$ cat config.mk
export PLATFORM = sky130hd
export DESIGN_NAME = image_window_reader_flat
export DESIGN_NICKNAME = d
export VERILOG_FILES = /design/src/rtl/image_window_reader_if.sv /design/src/rtl/image_window_reader.sv /design/src/flat_wrapper.sv
export SDC_FILE = /design/constraint.sdc
export NUM_CORES = 1
export LEC_CHECK = 0
export CORE_ASPECT_RATIO = 0.9
export CORE_MARGIN = 1.5
export CORE_UTILIZATION = 42
export CTS_CLUSTER_SIZE = 14
export DETAILED_ROUTE_END_ITERATION = 10
export PLACE_DENSITY_LB_ADDON = 0.08
export SYNTH_ARGS = -nofsm -noshare
export SYNTH_HDL_FRONTEND = slang
export SYNTH_SLANG_ARGS = --single-unit
$ cat constraint.sdc
create_clock -name clk -period 2.48 [get_ports clk]
set_input_delay 0.496 -clock clk [delete_from_list [all_inputs] [get_ports clk]]
set_output_delay 0.496 -clock clk [all_outputs]
set_load 0.01 [all_outputs]
$ cat src/rtl/image_window_reader_if.sv
// Handshake bundle for image_window_reader: window request, buffer addr/dout channels and pixel stream.
interface image_window_reader_if #(
    parameter int unsigned W_DATA = 8,
    parameter int unsigned W_ADDR = 11,
    parameter int unsigned W_X    = 6,
    parameter int unsigned W_Y    = 6
);
    logic              start_valid;
    logic              start_ready;
    logic [W_X-1:0]    start_x;
    logic [W_Y-1:0]    start_y;
    logic              addr_valid;
    logic              addr_ready;
    logic [W_ADDR-1:0] addr_data;
    logic              din_valid;
    logic              din_ready;
    logic [W_DATA-1:0] din_data;
    logic              dout_valid;
    logic              dout_ready;
    logic [W_DATA-1:0] dout_data;
    logic              dout_eot;
    logic              busy;

    modport master (
        input  start_valid, start_x, start_y, addr_ready, din_valid, din_data, dout_ready,
        output start_ready, addr_valid, addr_data, din_ready, dout_valid, dout_data, dout_eot, busy
    );

    modport slave (
        output start_valid, start_x, start_y, addr_ready, din_valid, din_data, dout_ready,
        input  start_ready, addr_valid, addr_data, din_ready, dout_valid, dout_data, dout_eot, busy
    );
endinterface

$ cat src/rtl/image_window_reader.sv
// Fetches a clamped WIN_WIDTH x WIN_HEIGHT window from the image buffer in raster order and
// streams the returned pixels downstream through a credit-protected return FIFO.
module image_window_reader #(
    parameter int unsigned W_DATA     = 8,
    parameter int unsigned IMG_WIDTH  = 45,
    parameter int unsigned IMG_HEIGHT = 45,
    parameter int unsigned WIN_WIDTH  = 24,
    parameter int unsigned WIN_HEIGHT = 24,
    parameter int unsigned FIFO_DEPTH = 4
) (
    input logic                   clk,
    input logic                   rst,
    image_window_reader_if.master bus
);
    localparam int unsigned W_ADDR = $clog2(IMG_WIDTH * IMG_HEIGHT);
    localparam int unsigned W_X    = $clog2(IMG_WIDTH);
    localparam int unsigned W_Y    = $clog2(IMG_HEIGHT);
    localparam int unsigned W_CNT  = $clog2(FIFO_DEPTH + 1);
    localparam int unsigned W_SUM  = W_CNT + 1;
    localparam int unsigned W_PTR  = $clog2(FIFO_DEPTH);
    localparam int unsigned N_PIX  = WIN_WIDTH * WIN_HEIGHT;
    localparam int unsigned W_POP  = $clog2(N_PIX);

    localparam logic [W_X-1:0]    X_MAX    = W_X'(IMG_WIDTH - WIN_WIDTH);
    localparam logic [W_Y-1:0]    Y_MAX    = W_Y'(IMG_HEIGHT - WIN_HEIGHT);
    localparam logic [W_X-1:0]    COL_LAST = W_X'(WIN_WIDTH - 1);
    localparam logic [W_Y-1:0]    ROW_LAST = W_Y'(WIN_HEIGHT - 1);
    localparam logic [W_POP-1:0]  POP_LAST = W_POP'(N_PIX - 1);
    localparam logic [W_PTR-1:0]  PTR_LAST = W_PTR'(FIFO_DEPTH - 1);
    localparam logic [W_ADDR-1:0] ROW_STEP = W_ADDR'(IMG_WIDTH);

    typedef enum logic [1:0] {IDLE, ISSUE, DRAIN} state_t;

    state_t                            state_q, state_d;
    logic [W_ADDR-1:0]                 row_base_q, row_base_d;
    logic [W_X-1:0]                    col_q, col_d;
    logic [W_Y-1:0]                    row_q, row_d;
    logic [W_CNT-1:0]                  out_cnt_q, out_cnt_d;
    logic [W_CNT-1:0]                  fifo_cnt_q, fifo_cnt_d;
    logic [W_PTR-1:0]                  wr_ptr_q, wr_ptr_d;
    logic [W_PTR-1:0]                  rd_ptr_q, rd_ptr_d;
    logic [W_POP-1:0]                  pop_cnt_q, pop_cnt_d;
    logic [FIFO_DEPTH-1:0][W_DATA-1:0] mem_q, mem_d;

    logic [W_SUM-1:0] credit_sum_c;
    logic [W_X-1:0]   x_eff_c;
    logic [W_Y-1:0]   y_eff_c;
    logic             addr_valid_c, addr_hs_c, din_acc_c, dout_valid_c, pop_c, eot_c;

    // Handshake qualifiers; addr_valid uses registered counts only.
    always_comb begin
        credit_sum_c = W_SUM'(out_cnt_q) + W_SUM'(fifo_cnt_q);
        addr_valid_c = (state_q == ISSUE) && (credit_sum_c < W_SUM'(FIFO_DEPTH));
        addr_hs_c    = addr_valid_c && bus.addr_ready;
        din_acc_c    = bus.din_valid && (out_cnt_q != '0);
        dout_valid_c = (fifo_cnt_q != '0);
        pop_c        = dout_valid_c && bus.dout_ready;
        eot_c        = dout_valid_c && (pop_cnt_q == POP_LAST);
        x_eff_c      = (bus.start_x > X_MAX) ? X_MAX : bus.start_x;
        y_eff_c      = (bus.start_y > Y_MAX) ? Y_MAX : bus.start_y;
    end

    always_comb begin
        state_d    = state_q;
        row_base_d = row_base_q;
        col_d      = col_q;
        row_d      = row_q;
        case (state_q)
            IDLE: begin
                if (bus.start_valid) begin
                    row_base_d = W_ADDR'(y_eff_c) * ROW_STEP + W_ADDR'(x_eff_c);
                    col_d      = '0;
                    row_d      = '0;
                    state_d    = ISSUE;
                end
            end
            ISSUE: begin
                if (addr_hs_c) begin
                    if (col_q == COL_LAST) begin
                        col_d      = '0;
                        row_base_d = row_base_q + ROW_STEP;
                        row_d      = row_q + W_Y'(1);
                        if (row_q == ROW_LAST) state_d = DRAIN;
                    end else begin
                        col_d = col_q + W_X'(1);
                    end
                end
            end
            DRAIN: begin
                // The eot pop is the last FIFO entry and nothing remains outstanding.
                if (pop_c && eot_c && (out_cnt_q == '0) && (fifo_cnt_q == W_CNT'(1)))
                    state_d = IDLE;
            end
            default: state_d = IDLE;
        endcase
    end

    // Credit counters and return FIFO.
    always_comb begin
        out_cnt_d  = out_cnt_q + W_CNT'(addr_hs_c) - W_CNT'(din_acc_c);
        fifo_cnt_d = fifo_cnt_q + W_CNT'(din_acc_c) - W_CNT'(pop_c);
        wr_ptr_d   = wr_ptr_q;
        rd_ptr_d   = rd_ptr_q;
        pop_cnt_d  = pop_cnt_q;
        mem_d      = mem_q;
        if (din_acc_c) begin
            mem_d[wr_ptr_q] = bus.din_data;
            wr_ptr_d        = (wr_ptr_q == PTR_LAST) ? '0 : wr_ptr_q + W_PTR'(1);
        end
        if (pop_c) begin
            rd_ptr_d  = (rd_ptr_q == PTR_LAST) ? '0 : rd_ptr_q + W_PTR'(1);
            pop_cnt_d = eot_c ? '0 : pop_cnt_q + W_POP'(1);
        end
    end

    always_ff @(posedge clk or posedge rst) begin
        if (rst) begin
            state_q    <= IDLE;
            row_base_q <= '0;
            col_q      <= '0;
            row_q      <= '0;
            out_cnt_q  <= '0;
            fifo_cnt_q <= '0;
            wr_ptr_q   <= '0;
            rd_ptr_q   <= '0;
            pop_cnt_q  <= '0;
            mem_q      <= '0;
        end else begin
            state_q    <= state_d;
            row_base_q <= row_base_d;
            col_q      <= col_d;
            row_q      <= row_d;
            out_cnt_q  <= out_cnt_d;
            fifo_cnt_q <= fifo_cnt_d;
            wr_ptr_q   <= wr_ptr_d;
            rd_ptr_q   <= rd_ptr_d;
            pop_cnt_q  <= pop_cnt_d;
            mem_q      <= mem_d;
        end
    end

    assign bus.start_ready = (state_q == IDLE);
    assign bus.busy        = (state_q != IDLE);
    assign bus.addr_valid  = addr_valid_c;
    assign bus.addr_data   = row_base_q + W_ADDR'(col_q);
    assign bus.din_ready   = 1'b1;
    assign bus.dout_valid  = dout_valid_c;
    assign bus.dout_data   = dout_valid_c ? mem_q[rd_ptr_q] : '0;
    assign bus.dout_eot    = eot_c;
endmodule

$ cat src/flat_wrapper.sv
// flat-port wrapper written by rule: the top's interface ports become plain ports
module image_window_reader_flat 
#(
    parameter int unsigned W_DATA     = 8,
    parameter int unsigned IMG_WIDTH  = 45,
    parameter int unsigned IMG_HEIGHT = 45,
    parameter int unsigned WIN_WIDTH  = 24,
    parameter int unsigned WIN_HEIGHT = 24,
    parameter int unsigned FIFO_DEPTH = 4
)
  (clk, rst, bus_start_valid, bus_start_x, bus_start_y, bus_addr_ready, bus_din_valid, bus_din_data, bus_dout_ready, bus_start_ready, bus_addr_valid, bus_addr_data, bus_din_ready, bus_dout_valid, bus_dout_data, bus_dout_eot, bus_busy);
  image_window_reader_if #(.W_DATA(W_DATA), .W_ADDR(11), .W_X(6), .W_Y(6)) bus_i ();
  input logic clk;
  input logic rst;
  input wire logic [$bits(bus_i.start_valid)-1:0] bus_start_valid;
  input wire logic [$bits(bus_i.start_x)-1:0] bus_start_x;
  input wire logic [$bits(bus_i.start_y)-1:0] bus_start_y;
  input wire logic [$bits(bus_i.addr_ready)-1:0] bus_addr_ready;
  input wire logic [$bits(bus_i.din_valid)-1:0] bus_din_valid;
  input wire logic [$bits(bus_i.din_data)-1:0] bus_din_data;
  input wire logic [$bits(bus_i.dout_ready)-1:0] bus_dout_ready;
  output wire logic [$bits(bus_i.start_ready)-1:0] bus_start_ready;
  output wire logic [$bits(bus_i.addr_valid)-1:0] bus_addr_valid;
  output wire logic [$bits(bus_i.addr_data)-1:0] bus_addr_data;
  output wire logic [$bits(bus_i.din_ready)-1:0] bus_din_ready;
  output wire logic [$bits(bus_i.dout_valid)-1:0] bus_dout_valid;
  output wire logic [$bits(bus_i.dout_data)-1:0] bus_dout_data;
  output wire logic [$bits(bus_i.dout_eot)-1:0] bus_dout_eot;
  output wire logic [$bits(bus_i.busy)-1:0] bus_busy;
  assign bus_i.start_valid = bus_start_valid;
  assign bus_i.start_x = bus_start_x;
  assign bus_i.start_y = bus_start_y;
  assign bus_i.addr_ready = bus_addr_ready;
  assign bus_i.din_valid = bus_din_valid;
  assign bus_i.din_data = bus_din_data;
  assign bus_i.dout_ready = bus_dout_ready;
  assign bus_start_ready = bus_i.start_ready;
  assign bus_addr_valid = bus_i.addr_valid;
  assign bus_addr_data = bus_i.addr_data;
  assign bus_din_ready = bus_i.din_ready;
  assign bus_dout_valid = bus_i.dout_valid;
  assign bus_dout_data = bus_i.dout_data;
  assign bus_dout_eot = bus_i.dout_eot;
  assign bus_busy = bus_i.busy;
  image_window_reader #(.W_DATA(W_DATA), .IMG_WIDTH(IMG_WIDTH), .IMG_HEIGHT(IMG_HEIGHT), .WIN_WIDTH(WIN_WIDTH), .WIN_HEIGHT(WIN_HEIGHT), .FIFO_DEPTH(FIFO_DEPTH)) u_core (.clk(clk), .rst(rst), .bus(bus_i));
endmodule
==> run summary <==
Status = finished, violations left
Vias = 4395
Final setup TNS = -7510 ps
Critical path arrival = 3770 ps
Die W = 122 um
Post-Route M1 WL = 6.40 mm
Max cap viols = 0
Failing checks = negative setup slack
I/O pin count = 51
Cts hold-fix bufs = 0
I/O Buffers = 49
Clock sinks = 77
Hold Slack = 465 ps
H-tree depth = 3
WL final = 13.2 mm
Num CTS Buffers = 9
Total gr overflow = 0
Avg Synthesized Cell Area = 10.3 sq um
Placed Cells incl. Taps = 795
Fill cells = 1033
Seq cells post-synth = 77
Hold/Removal Path Class = in -> async
# setup viols final = 14
Crit-path max FO = 7
RSZ-0062 raised after global routing = yes
Die area = 0.0134 sq mm
Seq/Total Area, Yosys = 0.361
Synth area leaders = dfrtp_1 (36%), ha_1 (11%), mux2_2 (7.0%)
Initial core utilization = 0.437
Area after DPL = 0.00668 sq mm
Multi-input logic area = 0.00355 sq mm
Setup crit start = bus_start_y[2]
DR pass1 iterations = 7
Final HPWL DP = 9.66 mm
Post-Syn Area = 0.00534 sq mm
Worst endpoint required time = 2730 ps
Die H = 110 um
PD cells = 1090 mW/mm^2
DR WL/cell = 16.0 um
Share of layout cells above drive strength 1 = 0.354
First-pass GRT wire length = 22.1 mm
Fin crit share = 1.42
Number of synthesized flops with an enable pin = 0
# diodes = 0
Fin. Hold Viols = 0
Post-synth top area cell = dfrtp_1
Fin util = 0.596
Core ar. = 0.0122 sq mm
Placement row count = 38
Cells after Synth = 520
Final Skew = 8.76 ps
Worst reg2reg startpoint = u_core.fifo_cnt_q[2]
Register area = 0.00193 sq mm
Met3 routed WL = 615 um
Vias per Instance = 5.32
Synth Flop Type = dfrtp_1
Initial antenna violation count = 0
Clock root cell = clkbuf_16
Max Buffers Root-to-Sink = 2
VDD IR max = 0.546 mV
Async SR Flop Fraction = 1.00
Initial DRC count = 241
Yosys top cell area share = 0.361
Clock insertion delay at the later pin of the skew report = 340 ps
Syn-to-layout area delta = 36.5%
Cell variety after synth = 70
Lkg Pwr = 3.33 nW
DRC Markers = 0
Crit path launch type = input port
Routability cong. = 0.835
Final worst slack = -1040 ps
Final Max Slew Viols = 0
Crit Path Class = in -> reg
Largest net degree at the start of global routing = 45
Post-DRT Antenna Nets = 0
Number of global-route vias before repair = 4566
Uppermost layer routed = met4
Met2 routed WL = 6.05 mm
Post-synth top cells = dfrtp_1 (77), ha_1 (49), nand2_1 (45), inv_1 (35), mux2_2 (33)
Most frequent cell after synthesis = dfrtp_1
Non-Filler Instances = 826
Final nets = 746
Max frequency = 0.284 GHz
Gr usage total = 0.211
CTS tree = built
Critical path capture point type = flip-flop
Reg clk slew, reported paths = 60 ps
Final min period = 3520 ps
Yosys warnings = 0
Final Cell Area = 0.00729 sq mm
## metal layers
metal	global-route usage	up-vias
li1	-	2147
met1	0.288	2152
met2	0.337	82
met3	0.0442	14
met4	0.0647	0
met5	0	-
## logic make-up after synthesis
family / synth area share
other cells: 0.00141
buf+inv: 0.0382
fa+ha+maj: 0.152
mux: 0.105
compound gates: 0.125
simple gates: 0.169
flops: 0.361
xor+xnor: 0.0476
## flip-flops by register name (all words and copies together), names as in the netlist
signal             flops
u_core.wr_ptr_q        2
u_core.fifo_cnt_q      3
u_core.state_q         2
u_core.row_base_q     11
u_core.row_q           6
u_core.col_q           6
u_core.rd_ptr_q        2
u_core.out_cnt_q       3
u_core.pop_cnt_q      10
u_core.mem_q          32
## stage by stage
stage	worst slack [ps]	total power, W
global route	-1140	0.00854
finish	-1040	0.00791
global placement	-1840	0.00633
CTS	-1080	0.00783
detailed placement	-1990	0.00645
floorplan	-1020	0.00467
## final timing paths
| check | endpoint | slack [ps] | cells after the start |
|---|---|---|---|
| hold / removal | u_core.row_base_q[8] | 470 | 2 |
| setup reg to reg | u_core.out_cnt_q[2] | 180 | 10 |
| max in group asynchronous | u_core.fifo_cnt_q[2] | 1420 | 3 |
| setup / recovery | u_core.row_base_q[9] | -1040 | 15 |
| hold reg to reg | u_core.mem_q[22] | 500 | 1 |
| min in group clk | u_core.mem_q[22] | 500 | 1 |
## layout make-up
type | count | area share
Timing Repair Buffer | 141 | 0.165
Sequential cell | 77 | 0.265
Tap cell | 160 | 0.0275
Inverter | 35 | 0.0184
Clock buffer | 9 | 0.0309
Multi-Input combinational cell | 397 | 0.487
Clock inverter | 7 | 0.00670
## power by group
group          leakage [nW]  internal [W]  switching, W  total, W
Clock                 0.141      0.000683      0.000553   0.00124
Combinational          2.24       0.00245       0.00207   0.00452
Sequential            0.945       0.00178      0.000383   0.00216
Total                  3.33       0.00491       0.00301   0.00791
## critical path, cell delays in order
cell and delay, ps:
buf_6 100, buf_4 130, a211o_4 290, ha_4 290
ha_4 190, fa_1 510, inv_2 40, fa_1 490
inv_2 50, ha_4 240, a21oi_4 150, o22ai_2 90
o41ai_2 330, xor2_1 130, a221oi_2 240
## repair_timing
action / in CTS / in global routing
setup buffers: 13 / 4
gates resized for setup: 112 / 24
pin swaps: 43 / 27
endpoints found under the setup margin: 30 / 18
## placed cells by master, fill, tap and decap left out, types with 14 or more instances in the layout
cell type	count
buf_4	83
dfrtp_1	75
nand2_1	43
ha_1	37
mux2_2	33
inv_1	28
nor2_1	23
clkdlybuf4s50_1	22
o21ai_0	20
xnor2_1	19
nand3_1	18
a21oi_1	17
nor3_1	14
Note: power is estimated with default switching activity, not from simulation.
